File: config.mk
export PLATFORM = sky130hd
export DESIGN_NAME = stage_memory
export DESIGN_NICKNAME = d
export VERILOG_FILES = /design/src/rtl/stage_memory.sv
export SDC_FILE = /design/constraint.sdc
export NUM_CORES = 1
export LEC_CHECK = 0
export ABC_AREA = 1
export CORE_MARGIN = 2
export CORE_UTILIZATION = 43
export CTS_CLUSTER_DIAMETER = 50
export CTS_CLUSTER_SIZE = 12
export DETAILED_ROUTE_END_ITERATION = 12
export GPL_ROUTABILITY_DRIVEN = 0
export PLACE_DENSITY_LB_ADDON = 0.3
export SYNTH_ARGS = -nofsm -noshare
export SYNTH_HDL_FRONTEND = slang
export SYNTH_SLANG_ARGS = --single-unit
File: constraint.sdc
create_clock -name clk -period 1.87 [get_ports clk]
set_input_delay 0.374 -clock clk [delete_from_list [all_inputs] [get_ports clk]]
set_output_delay 0.374 -clock clk [all_outputs]
set_load 0.01 [all_outputs]
File: src/rtl/stage_memory.sv
// Memory stage: passes ALU results to writeback and runs a req/ack
// bus transaction for loads and stores, stalling execute meanwhile.
module stage_memory #(
  parameter int TIMEOUT = 255,
  parameter int CNT_W   = 8
) (
  input  logic        clk,
  input  logic        rst_n,
  input  logic        stall_in,
  output logic        stall,
  input  logic [3:0]  in_addr,
  input  logic [31:0] in_val,
  input  logic        is_mem,
  input  logic [31:0] mem_addr,
  input  logic [31:0] mem_val,
  input  logic        mem_write,
  output logic        bus_req,
  output logic        bus_we,
  output logic [31:0] bus_addr,
  output logic [31:0] bus_wdata,
  input  logic        bus_ack,
  input  logic [31:0] bus_rdata,
  output logic        bus_fault,
  output logic        fwd_valid,
  output logic [3:0]  fwd_addr,
  output logic [31:0] fwd_val,
  output logic [3:0]  wb_addr,
  output logic [31:0] wb_val
);

  typedef enum logic [1:0] {
    IDLE,
    BUSY,
    DONE
  } state_e;

  localparam logic [CNT_W-1:0] TO_LAST =
    CNT_W'(TIMEOUT > 0 ? TIMEOUT - 1 : 0);
  localparam bit TO_EN = (TIMEOUT != 0);

  state_e            state_q, state_d;
  logic              bus_req_q, bus_req_d;
  logic              bus_we_q, bus_we_d;
  logic [31:0]       bus_addr_q, bus_addr_d;
  logic [31:0]       bus_wdata_q, bus_wdata_d;
  logic              bus_fault_q, bus_fault_d;
  logic [CNT_W-1:0]  cnt_q, cnt_d;
  logic [3:0]        dest_q, dest_d;
  logic [31:0]       data_q, data_d;
  logic [3:0]        wb_addr_q, wb_addr_d;
  logic [31:0]       wb_val_q, wb_val_d;

  always_comb begin
    state_d     = state_q;
    bus_req_d   = bus_req_q;
    bus_we_d    = bus_we_q;
    bus_addr_d  = bus_addr_q;
    bus_wdata_d = bus_wdata_q;
    bus_fault_d = 1'b0;
    cnt_d       = cnt_q;
    dest_d      = dest_q;
    data_d      = data_q;
    wb_addr_d   = wb_addr_q;
    wb_val_d    = wb_val_q;
    stall       = 1'b0;
    fwd_valid   = 1'b0;
    fwd_addr    = in_addr;
    fwd_val     = in_val;

    unique case (state_q)
      IDLE: begin
        stall = stall_in | is_mem;
        if (!is_mem) begin
          fwd_valid = 1'b1;
          if (!stall_in) begin
            wb_addr_d = in_addr;
            wb_val_d  = in_val;
          end
        end else if (!stall_in) begin
          dest_d      = mem_write ? 4'd0 : in_addr;
          bus_req_d   = 1'b1;
          bus_we_d    = mem_write;
          bus_addr_d  = mem_addr;
          bus_wdata_d = mem_val;
          cnt_d       = '0;
          wb_addr_d   = 4'd0;
          state_d     = BUSY;
        end
      end
      BUSY: begin
        stall = 1'b1;
        if (!stall_in) wb_addr_d = 4'd0;
        // An ack on the last allowed cycle beats the timeout.
        if (bus_ack) begin
          data_d    = bus_rdata;
          bus_req_d = 1'b0;
          state_d   = DONE;
        end else if (TO_EN && cnt_q == TO_LAST) begin
          data_d      = '0;
          bus_req_d   = 1'b0;
          bus_fault_d = 1'b1;
          state_d     = DONE;
        end else begin
          cnt_d = cnt_q + 1'b1;
        end
      end
      DONE: begin
        // Inputs here belong to the finished op; never reissue.
        stall     = stall_in;
        fwd_valid = ~bus_we_q;
        fwd_addr  = dest_q;
        fwd_val   = data_q;
        if (!stall_in) begin
          wb_addr_d = dest_q;
          wb_val_d  = data_q;
          state_d   = IDLE;
        end
      end
      default: state_d = IDLE;
    endcase
  end

  always_ff @(posedge clk or negedge rst_n) begin
    if (!rst_n) begin
      state_q     <= IDLE;
      bus_req_q   <= 1'b0;
      bus_we_q    <= 1'b0;
      bus_addr_q  <= '0;
      bus_wdata_q <= '0;
      bus_fault_q <= 1'b0;
      cnt_q       <= '0;
      dest_q      <= '0;
      data_q      <= '0;
      wb_addr_q   <= '0;
      wb_val_q    <= '0;
    end else begin
      state_q     <= state_d;
      bus_req_q   <= bus_req_d;
      bus_we_q    <= bus_we_d;
      bus_addr_q  <= bus_addr_d;
      bus_wdata_q <= bus_wdata_d;
      bus_fault_q <= bus_fault_d;
      cnt_q       <= cnt_d;
      dest_q      <= dest_d;
      data_q      <= data_d;
      wb_addr_q   <= wb_addr_d;
      wb_val_q    <= wb_val_d;
    end
  end

  assign bus_req   = bus_req_q;
  assign bus_we    = bus_we_q;
  assign bus_addr  = bus_addr_q;
  assign bus_wdata = bus_wdata_q;
  assign bus_fault = bus_fault_q;
  assign wb_addr   = wb_addr_q;
  assign wb_val    = wb_val_q;

endmodule

==> impl_metrics.csv, run 1 <==
group,metric,value,unit
run_status,status,"finished, violations left",
run_status,violations,"negative setup slack",
min_path,hold_path_depth,2,
power,internal-power,11.22,mW
routing,first_pass_iters,6,
critical_path,reg2reg_depth,12,
power,power.share.clock,0.188,
power,combPwrFrac,0.507,
power,design_power_total,17.86,mW
sta,finalCriticalPeriod,2.093,ns
sta,finalSetupTns,-5.845,ns
critical_path,end_kind,"primary output",
cells_and_area,area_growth_syn_to_layout,72.07,%
grt,antenna_found_initial,1,
synthesis,yosys_warnings,0,
routing,vias,6742,
min_path,whs_endpoint,"bus_addr[16]$_DFFE_PN0P_",
placed_design,io_buffers,278,
routing,avgViaCountPerCell,5.009,
power,peakVddDrop,899.8,uV
critical_path,rrSetupSlack,0.05,ns
cells_and_area,final_util,0.7503,
power,p_sw_frac,0.3717,
grt,grt_pass1_wl,33350,microns
synthesis,synth.distinct_cells,28,
critical_path,startpoint_type,"flop",
cells_and_area,drive_gt1_frac,0.2021,
critical_path,setup.worst_path.class,"flop to primary output",
cts,cts_tree,"yes",
cts,cts-root-buf,"clkbuf_16",
floorplanning,die_area,16310,sq um
sta,tightest_slew,0.4719,ns
sta,fin_ws,-0.2234,ns
floorplanning,num_rows,45,
synthesis,netlist_area,6580,sq um
synthesis,seq_area_frac_synth,0.5666,
grt,grt_max_degree,47,
cells_and_area,fillCellCount,1074,
synthesis,ys_seq_elements,149,
flow_run,cap_violations,0,
cts,htreeDepth,4,
critical_path,cp_max_fo,12,
cts,cts.clk_slew.worst_paths,0.06,ns
placed_design,dpl_cell_area,9957,sq um
synthesis,avgSynthCellArea,8.225,sq um
floorplanning,start_util,0.4361,
placed_design,hpwlAfterDp,14320,microns
power,power.leakage,5.478,nW
min_path,hp-start,"bus_addr[16]$_DFFE_PN0P_",
sta,max_freq,0.4777,GHz
grt,grt_usage,0.2600,
cts,cts.sinks,149,
routing,route.detailed.drc,0,
floorplanning,die_w,127.7,microns
sta,fin_crit_sh,1.119,
cells_and_area,stdcell_area,11320,sq um
synthesis,syn_nets,944,
routing,ant_nets,0,
min_path,hold_path.class,"flop to flop",
grt,grt_pass1_vias,6578,
cells_and_area,nNetsFinal,1290,
critical_path,critPathArrivalTime,1.72,ns
sta,slew_headroom,0.6854,
critical_path,rr_endpoint,"wb_val[27]$_DFFE_PN0P_",
power,power.share.sequential,0.305,
routing,post_drt_wl_per_cell,16.84,microns
cts,cts-buffers-inserted,17,
power,p_per_area,1577,nW/um^2
sta,hold_violations,0,
critical_path,rr_startpoint,"state_q[0]$_DFFE_PN0P_",
critical_path,crit_required,1.50,ns
synthesis,syn_inst,800,
power,p_sw,6.637,mW
cells_and_area,n_antenna_cell,0,
sta,rsz0062_at_grt,"yes",
sta,fin_hold_ws,0.4748,ns
cts,cts_buffer_depth,2,
routing,drt-total-wl,22670,microns
grt,overflow,0,
cts,clock_latency,0.41,ns
floorplanning,ioPinCount,279,
sta,fin_skew,0.009723,ns
sta,setup_viol,38,
floorplanning,core,15090,sq um
sta,maxSlewViolCount,0,
routing,drt-initial-drc-count,385,
floorplanning,fp.dieH,127.7,microns
sequential cells by signal, indices dropped and copies added, names as in the netlist:
signal	count
bus_req	1
wb_addr	4
wb_val	32
dest_q	4
state_q	2
cnt_q	8
bus_fault	1
bus_addr	32
bus_we	1
bus_wdata	32
data_q	32
metal layers:
metal / vias up / track usage / wire length, microns
met5: - / 0 / 13
li1: 3197 / - / -
met4: 2 / 0.09050 / 578
met1: 3217 / 0.3028 / 8616
met2: 282 / 0.4479 / 11440
met3: 44 / 0.09015 / 2021
cell usage in the layout (no fill, tap or decap), types with 2 or more instances in the layout:
| master | Yosys | final |
|---|---|---|
| a21oi_2 | 1 | 2 |
| buf_12 | 0 | 15 |
| buf_16 | 0 | 3 |
| buf_2 | 17 | 19 |
| buf_4 | 6 | 61 |
| buf_6 | 7 | 27 |
| bufinv_16 | 0 | 2 |
| clkbuf_16 | 0 | 21 |
| clkbuf_8 | 0 | 2 |
| clkdlybuf4s50_1 | 0 | 238 |
| clkinv_2 | 0 | 4 |
| clkinv_4 | 0 | 3 |
| clkinvlp_4 | 0 | 2 |
| dfrtp_1 | 149 | 149 |
| ha_1 | 6 | 3 |
| ha_4 | 0 | 3 |
| inv_1 | 52 | 50 |
| inv_2 | 3 | 2 |
| inv_6 | 0 | 2 |
| inv_8 | 0 | 2 |
| nand2_1 | 376 | 360 |
| nand2_2 | 1 | 14 |
| nand2_4 | 0 | 2 |
| nand3_1 | 52 | 51 |
| nand3_4 | 0 | 3 |
| nor2_1 | 10 | 10 |
| o211ai_1 | 4 | 4 |
| o21ai_0 | 67 | 34 |
| o21ai_1 | 15 | 16 |
| o21ai_2 | 5 | 20 |
| o21ai_4 | 0 | 17 |
layout make-up:
cell class,instances,area [sq um],share of cell area
timing repair buffer,370,3760,0.3321
timing repair inverter,1,11.26,0.0009946
clock inverter,12,130.1,0.01149
sequential,149,3729,0.3293
multi-input combinational,551,2766,0.2443
clock buffer,19,452.9,0.04000
inverter,56,237.7,0.02100
tap,188,235.2,0.02078
power groups by stage:
stage / Clock [mW] / Sequential, mW / Combinational (mW)
final: 3.36 / 5.45 / 9.05
after global routing: 3.57 / 5.61 / 9.80
after CTS: 3.42 / 5.43 / 8.22
after detailed placement: 0 / 5.42 / 7.69
after global placement: 0 / 5.40 / 7.54
after floorplan: 0 / 5.87 / 3.01
critical path, cell delays in order, from the launching register on:
cell and delay, ns:
dfrtp_1 0.39, inv_2 0.09, ha_4 0.16, inv_8 0.06
buf_8 0.14, buf_16 0.17, o21ai_4 0.16, buf_6 0.13
cell families after synthesis:
logic type / after synthesis / synth area share
fa+ha+maj: 6 / 0.01141
flops: 149 / 0.5666
simple gates: 446 / 0.2685
compound gates: 98 / 0.08082
buf+inv: 101 / 0.07264
worst max path at each step:
stage,startpoint,to,slack [ns],cells after the start
2_1_floorplan,state_q[0]$_DFFE_PN0P_,fwd_val[24],0.17,7
3_3_place_gp,stall_in,stall,-0.33,6
3_5_place_dp,stall_in,stall,-0.35,6
4_1_cts,state_q[0]$_DFFE_PN0P_,fwd_val[26],-0.22,7
5_1_grt,state_q[1]$_DFFE_PN0P_,stall,-0.29,7
6_report,state_q[0]$_DFFE_PN0P_,fwd_val[19],-0.22,7
cells in the mapped netlist, drive strengths merged:
cell type,count,share of area
a21oi,3,0.0029
ha,6,0.011
o22ai,1,0.00095
nor3,1,0.00076
o21ai,87,0.069
o211ai,4,0.0046
o21a,1,0.0011
dfrtp,149,0.57
nand2,377,0.22
nand3b,1,0.0011
clkbuf,15,0.0086
buf,30,0.032
o21bai,1,0.0011
or2,2,0.0019
inv,56,0.032
nand3,54,0.043
a211oi,1,0.0011
nor2,11,0.0067
metrics by stage:
step | cells | worst slack, ns
floorplan | 800 | 0.1729
global placement | 1287 | -0.3270
detailed placement | 1287 | -0.3451
CTS | 1332 | -0.2208
global route | 1346 | -0.2869
finish | 1346 | -0.2234
timing repair:
item | 4_1_cts | 5_1_grt
endpoints found under the hold margin | 42 | 0
cloned | 3 | 6
buffers inserted | 10 | 8
gates resized for setup | 253 | 70
hold buffers | 1 | 0
pin swaps | 12 | 15
endpoints found under the setup margin | 45 | 139
Note: power is estimated with default switching activity, not from simulation.
==> run 2, diff against run 1 <==
--- a/config.mk
+++ b/config.mk
@@ -6,6 +6,7 @@
 export NUM_CORES = 1
 export LEC_CHECK = 0
 export ABC_AREA = 1
+export CAP_MARGIN = 25
 export CORE_MARGIN = 2
 export CORE_UTILIZATION = 43
 export CTS_CLUSTER_DIAMETER = 50
@@ -13,6 +14,7 @@
 export DETAILED_ROUTE_END_ITERATION = 12
 export GPL_ROUTABILITY_DRIVEN = 0
 export PLACE_DENSITY_LB_ADDON = 0.3
+export SETUP_SLACK_MARGIN = 0.2
 export SYNTH_ARGS = -nofsm -noshare
 export SYNTH_HDL_FRONTEND = slang
 export SYNTH_SLANG_ARGS = --single-unit
==> run 2 against run 1 <==
Effect of this change: the flow still finishes with violations (negative setup slack); total power increased by 9.6%; critical path type unchanged; clock skew increased by 0.013 ns; non-clock buffer count increased by 35; die area unchanged; final area increased by 11%; critical path depth increased by 1; global-route usage increased by 3.9 points; largest power group unchanged; final cell count increased by 2.7%; utilization increased by 8.2 points; wire length increased by 25%; clock-buffer cell count unchanged.
==> impl_metrics.csv, run 2 (synthesis gave the netlist of run 1 again) <==
group,metric,value,unit
sta,fin_skew,0.02282,ns
placed_design,dpl_cell_area,9943,sq um
routing,post_drt_wl_per_cell,20.58,microns
critical_path,end_kind,"primary output",
routing,vias,7370,
sta,rsz0062_at_grt,"yes",
cells_and_area,fillCellCount,836,
grt,antenna_found_initial,0,
cts,clock_latency,0.43,ns
placed_design,dp.cells,1284,
floorplanning,fp.dieH,127.7,microns
cells_and_area,final_cell_mix,"nand2_1, dfrtp_1, clkdlybuf4s50_1",
routing,drt-initial-drc-count,448,
sta,finalCriticalPeriod,2.119,ns
placed_design,io_buffers,278,
cells_and_area,fin_cells,1382,
sta,slew_headroom,0.7037,
power,power.leakage,6.416,nW
cells_and_area,final_common_cell,"nand2_1",
power,peakVddDrop,978.7,uV
routing,first_pass_iters,5,
sta,tightest_slew,0.4444,ns
min_path,hold_path.class,"input port to asynchronous set/reset pin",
sta,maxSlewViolCount,0,
critical_path,rr_startpoint,"state_q[0]$_DFFE_PN0P_",
critical_path,rr_endpoint,"bus_wdata[1]$_DFFE_PN0P_",
cells_and_area,drive_gt1_frac,0.3317,
cts,cts_buffer_depth,2,
sta,hold_violations,0,
run_status,violations,"negative setup slack",
sta,fin_hold_ws,0.4491,ns
critical_path,critPathArrivalTime,1.74,ns
cells_and_area,multi_input_area,3271,sq um
grt,grt_pass1_vias,7103,
sta,fin_ws,-0.2486,ns
floorplanning,die_area,16310,sq um
cts,htreeDepth,4,
sta,max_freq,0.4720,GHz
placed_design,dp_slack,-0.3602,ns
floorplanning,core,15090,sq um
routing,avgViaCountPerCell,5.333,
cts,cts-root-buf,"clkbuf_16",
routing,route.detailed.drc,0,
grt,grt_pass1_wl,37200,microns
placed_design,hpwlAfterDp,14110,microns
cells_and_area,ff_latch_area,3729,sq um
floorplanning,num_rows,45,
floorplanning,die_w,127.7,microns
critical_path,rrSetupSlack,-0.20,ns
run_status,status,"finished, violations left",
cts,cts.sinks,149,
cells_and_area,area_growth_syn_to_layout,90.82,%
power,design_power_total,19.57,mW
critical_path,reg2reg_depth,14,
sta,setup_viol,116,
flow_run,cap_violations,0,
grt,grt_max_degree,45,
cts,cts_tree,"yes",
cts,cts.clk_slew.worst_paths,0.06,ns
routing,drt-total-wl,28440,microns
cells_and_area,stdcell_area,12560,sq um
critical_path,cp_max_fo,4,
cells_and_area,nNetsFinal,1326,
critical_path,crit_required,1.50,ns
routing,ant_nets,0,
cts,cts-buffers-inserted,17,
critical_path,startpoint_type,"flop",
sta,fin_crit_sh,1.133,
floorplanning,ioPinCount,279,
floorplanning,start_util,0.4361,
grt,grt_usage,0.2985,
grt,overflow,0,
critical_path,setup.worst_path.class,"flop to primary output",
cells_and_area,n_antenna_cell,0,
power,p_per_area,1559,nW/um^2
## run 2: cell count changes in the layout (fill, tap and decap cells not counted), moves of 16 or more
cell | previous run | this run
o21ai_2 | 20 | 56
nand2_1 | 360 | 276
nand2_4 | 2 | 27
dlygate4sd2_1 | 0 | 102
o21ai_0 | 34 | 9
clkdlybuf4s50_1 | 238 | 136
nand2_2 | 14 | 71
buf_16 | 3 | 19
## run 2: area by class of cell
cell class | instances | area share
timing repair buffer | 405 | 0.3527
sequential | 149 | 0.2970
multi-input combinational | 551 | 0.2605
clock buffer | 19 | 0.03528
inverter | 56 | 0.01963
tap | 188 | 0.01873
clock inverter | 12 | 0.01405
timing repair inverter | 2 | 0.002192
## run 2: worst max-delay path by stage
stage	startpoint	to	slack [ns]	depth (start not counted)
2_1_floorplan	state_q[0]$_DFFE_PN0P_	fwd_val[24]	0.17	7
4_1_cts	state_q[0]$_DFFE_PN0P_	stall	-0.23	8
6_report	state_q[0]$_DFFE_PN0P_	stall	-0.25	8
3_5_place_dp	stall_in	stall	-0.36	6
3_3_place_gp	stall_in	stall	-0.32	6
5_1_grt	state_q[0]$_DFFE_PN0P_	stall	-0.32	8
## run 2: where the power goes
| part | internal [mW] | total [mW] | switching, mW |
|---|---|---|---|
| clock network | 2.26 | 3.66 | 1.39 |
| registers | 4.68 | 5.57 | 0.891 |
| logic | 4.86 | 10.3 | 5.48 |
## run 2: per-layer routing
layer  GRT usage  wire length [microns]
met2      0.5112                  14630
met3     0.09474                   2387
met4      0.1299                   1375
met5           0                      0
met1      0.3452                  10050
## run 2: worst max-delay path: stages (launching register included)
cell and delay [ns]:
dfrtp_1 0.39, inv_2 0.09, ha_4 0.18, buf_6 0.14, nand2_4 0.06, nand2_4 0.07
a21oi_2 0.04, a21oi_1 0.15, buf_2 0.18
## run 2: timing repair
action,in CTS,in global routing
setup buffers,25,10
pin swaps,35,16
endpoints found under the setup margin,284,184
endpoints found under the hold margin,40,0
resized for setup,473,152
hold buffers,1,0
cloned,25,6
## run 2: stage by stage
stage,util,setup TNS (ns)
after floorplan,-,0
after global placement,0.6590,-9.037
after detailed placement,0.6590,-12.62
after CTS,0.7818,-5.790
after global routing,0.8321,-16.96
final,0.8321,-11.44
==> run 3, diff against run 2 <==
--- a/config.mk
+++ b/config.mk
@@ -13,8 +13,10 @@
 export CTS_CLUSTER_SIZE = 12
 export DETAILED_ROUTE_END_ITERATION = 12
 export GPL_ROUTABILITY_DRIVEN = 0
-export PLACE_DENSITY_LB_ADDON = 0.3
+export PLACE_DENSITY = 0.79
+export REMOVE_ABC_BUFFERS = 1
 export SETUP_SLACK_MARGIN = 0.2
 export SYNTH_ARGS = -nofsm -noshare
 export SYNTH_HDL_FRONTEND = slang
 export SYNTH_SLANG_ARGS = --single-unit
+export TNS_END_PERCENT = 50
==> run 3 against run 2 <==
Effect of this change: final cell count down 2.3%; clock skew down 0.016 ns; register-to-register slack better by 0.10 ns; global-route usage down 0.32 points; die area unchanged; sequential power down 2%; final area down 8.4%; utilization down 7.0 points; total power down 5.2%; sequential share of layout area up 2.7 points; the flow still finishes with violations (negative setup slack).
==> impl_metrics.csv, run 3 (synthesis gave the netlist of run 1 again) <==
group,metric,value,unit
critical_path,cp_common_cell,"nand2_4",
routing,first_pass_iters,7,
critical_path,critPathArrivalTime,1.81,ns
routing,post_drt_wl_per_cell,18.57,microns
sta,fin_crit_sh,1.168,
routing,drt-initial-drc-count,493,
placed_design,dp.cells,1276,
grt,grt_usage,0.2953,
cts,clock_latency,0.42,ns
critical_path,setup.worst_path.class,"flop to primary output",
routing,drt-total-wl,25060,microns
cts,htreeDepth,4,
grt,antenna_found_initial,1,
floorplanning,die_w,127.7,microns
sta,fin_skew,0.007241,ns
flow_run,cap_violations,0,
min_path,hold_path.class,"input port to asynchronous set/reset pin",
placed_design,dpl_cell_area,9837,sq um
critical_path,worst_path_largest_cell_delay,0.42,ns
sta,finalSetupTns,-9.781,ns
sta,maxSlewViolCount,0,
floorplanning,core,15090,sq um
critical_path,crit_required,1.50,ns
routing,route.detailed.drc,0,
run_status,status,"finished, violations left",
cells_and_area,fin_cells,1350,
sta,setup_viol,68,
critical_path,end_kind,"primary output",
placed_design,io_buffers,278,
cells_and_area,fillCellCount,1030,
sta,tightest_slew,0.4783,ns
critical_path,critical_path.slowest_cell,"dfrtp_1",
cells_and_area,final_util,0.7623,
cells_and_area,area_growth_syn_to_layout,74.81,%
power,design_power_total,18.55,mW
sta,max_freq,0.4577,GHz
critical_path,crit_chain,"ha_4 > buf_4 > buf_8 > nand2_4 > nand2_4 > a21oi_4 > a21oi_1 > buf_2",
critical_path,crit_buf_inv,3,
cts,cts_tree,"yes",
sta,hold_violations,0,
cells_and_area,final_common_cell,"nand2_1",
grt,grt_pass1_wl,36730,microns
routing,avgViaCountPerCell,5.103,
placed_design,hpwlAfterDp,14740,microns
cts,cts_buffer_depth,2,
sta,slew_headroom,0.6811,
sta,fin_ws,-0.3148,ns
power,p_per_area,1612,nW/um^2
cells_and_area,drive_gt1_frac,0.2153,
critical_path,crit_family,"flip-flops",
placed_design,dp_slack,-0.3171,ns
grt,overflow,0,
routing,vias,6889,
sta,finalCriticalPeriod,2.185,ns
run_status,violations,"negative setup slack",
critical_path,cp_max_fo,8,
floorplanning,ioPinCount,279,
grt,grt_pass1_vias,6845,
routing,ant_nets,0,
grt,grt_max_degree,88,
power,power.leakage,5.939,nW
cells_and_area,final_cell_mix,"nand2_1, dfrtp_1, clkdlybuf4s50_1",
cells_and_area,nNetsFinal,1292,
power,peakVddDrop,834.5,uV
cts,cts-root-buf,"clkbuf_16",
cts,cts.sinks,149,
sta,rsz0062_at_grt,"yes",
floorplanning,start_util,0.4361,
critical_path,startpoint_type,"flop",
cts,cts-buffers-inserted,17,
sta,fin_hold_ws,0.3312,ns
cells_and_area,stdcell_area,11500,sq um
floorplanning,fp.dieH,127.7,microns
cts,cts.clk_slew.worst_paths,0.06,ns
floorplanning,num_rows,45,
floorplanning,die_area,16310,sq um
critical_path,rrSetupSlack,-0.10,ns
==> run 3: changes by cell type in the layout (fill, tap and decap cells not counted), sizes merged <==
cell and delta:
buf -44, nand3 -1, clkdlybuf4s50 +12, bufbuf -1, dlygate4sd2 -16, diode +1, clkinvlp +2, clkdlybuf4s15 +12
inv +2, clkbuf +1, dlymetal6s2s +4, clkinv -4
==> run 3: report_power, final <==
part           internal, mW  switching (mW)
clock                  2.29            1.41
sequential             4.68           0.772
combinational          4.45            4.94
==> run 3: final cells by class <==
| cell class | instances | area (sq um) | area share |
|---|---|---|---|
| sequential | 149 | 3729 | 0.3242 |
| inverter | 56 | 246.5 | 0.02143 |
| clock inverter | 13 | 193.9 | 0.01686 |
| multi-input combinational | 550 | 2793 | 0.2428 |
| antenna | 1 | 2.502 | 0.0002176 |
| tap | 188 | 235.2 | 0.02045 |
| clock buffer | 19 | 442.9 | 0.03851 |
| timing repair buffer | 373 | 3844 | 0.3342 |
| timing repair inverter | 1 | 16.27 | 0.001414 |
==> run 3: what timing repair did <==
item	CTS	global route
gates resized for setup	331	96
setup buffers	17	7
endpoints found under the setup margin	225	202
cloned	12	4
endpoints found under the hold margin	62	0
hold buffers	1	0
pin swaps	2	27
==> run 3: worst paths after layout <==
path,endpoint,cells after the start,from
max in group asynchronous,bus_wdata[14]$_DFFE_PN0P_,3,rst_n
min in group clk,wb_val[2]$_DFFE_PN0P_,2,wb_val[2]$_DFFE_PN0P_
max,stall,8,state_q[1]$_DFFE_PN0P_
min,data_q[8]$_DFFE_PN0P_,2,rst_n
min reg2reg,wb_val[2]$_DFFE_PN0P_,2,wb_val[2]$_DFFE_PN0P_
max reg2reg,wb_val[1]$_DFFE_PN0P_,12,state_q[1]$_DFFE_PN0P_
==> run 3: layer usage <==
layer	track usage	part of all wire
met1	0.3331	0.37
met2	0.5181	0.51
met3	0.09474	0.086
met4	0.1215	0.031
met5	0	0
==> run 3: worst reg2reg max path: cells and delay by family (launching register included) <==
kind / cells / cell delay (ns)
adder cells (fa/ha/maj): 1 / 0.20
AO/OA/AOI/OAI: 1 / 0.12
flip-flops: 1 / 0.42
buffers and inverters: 5 / 0.75
AND/OR/NAND/NOR: 5 / 0.38
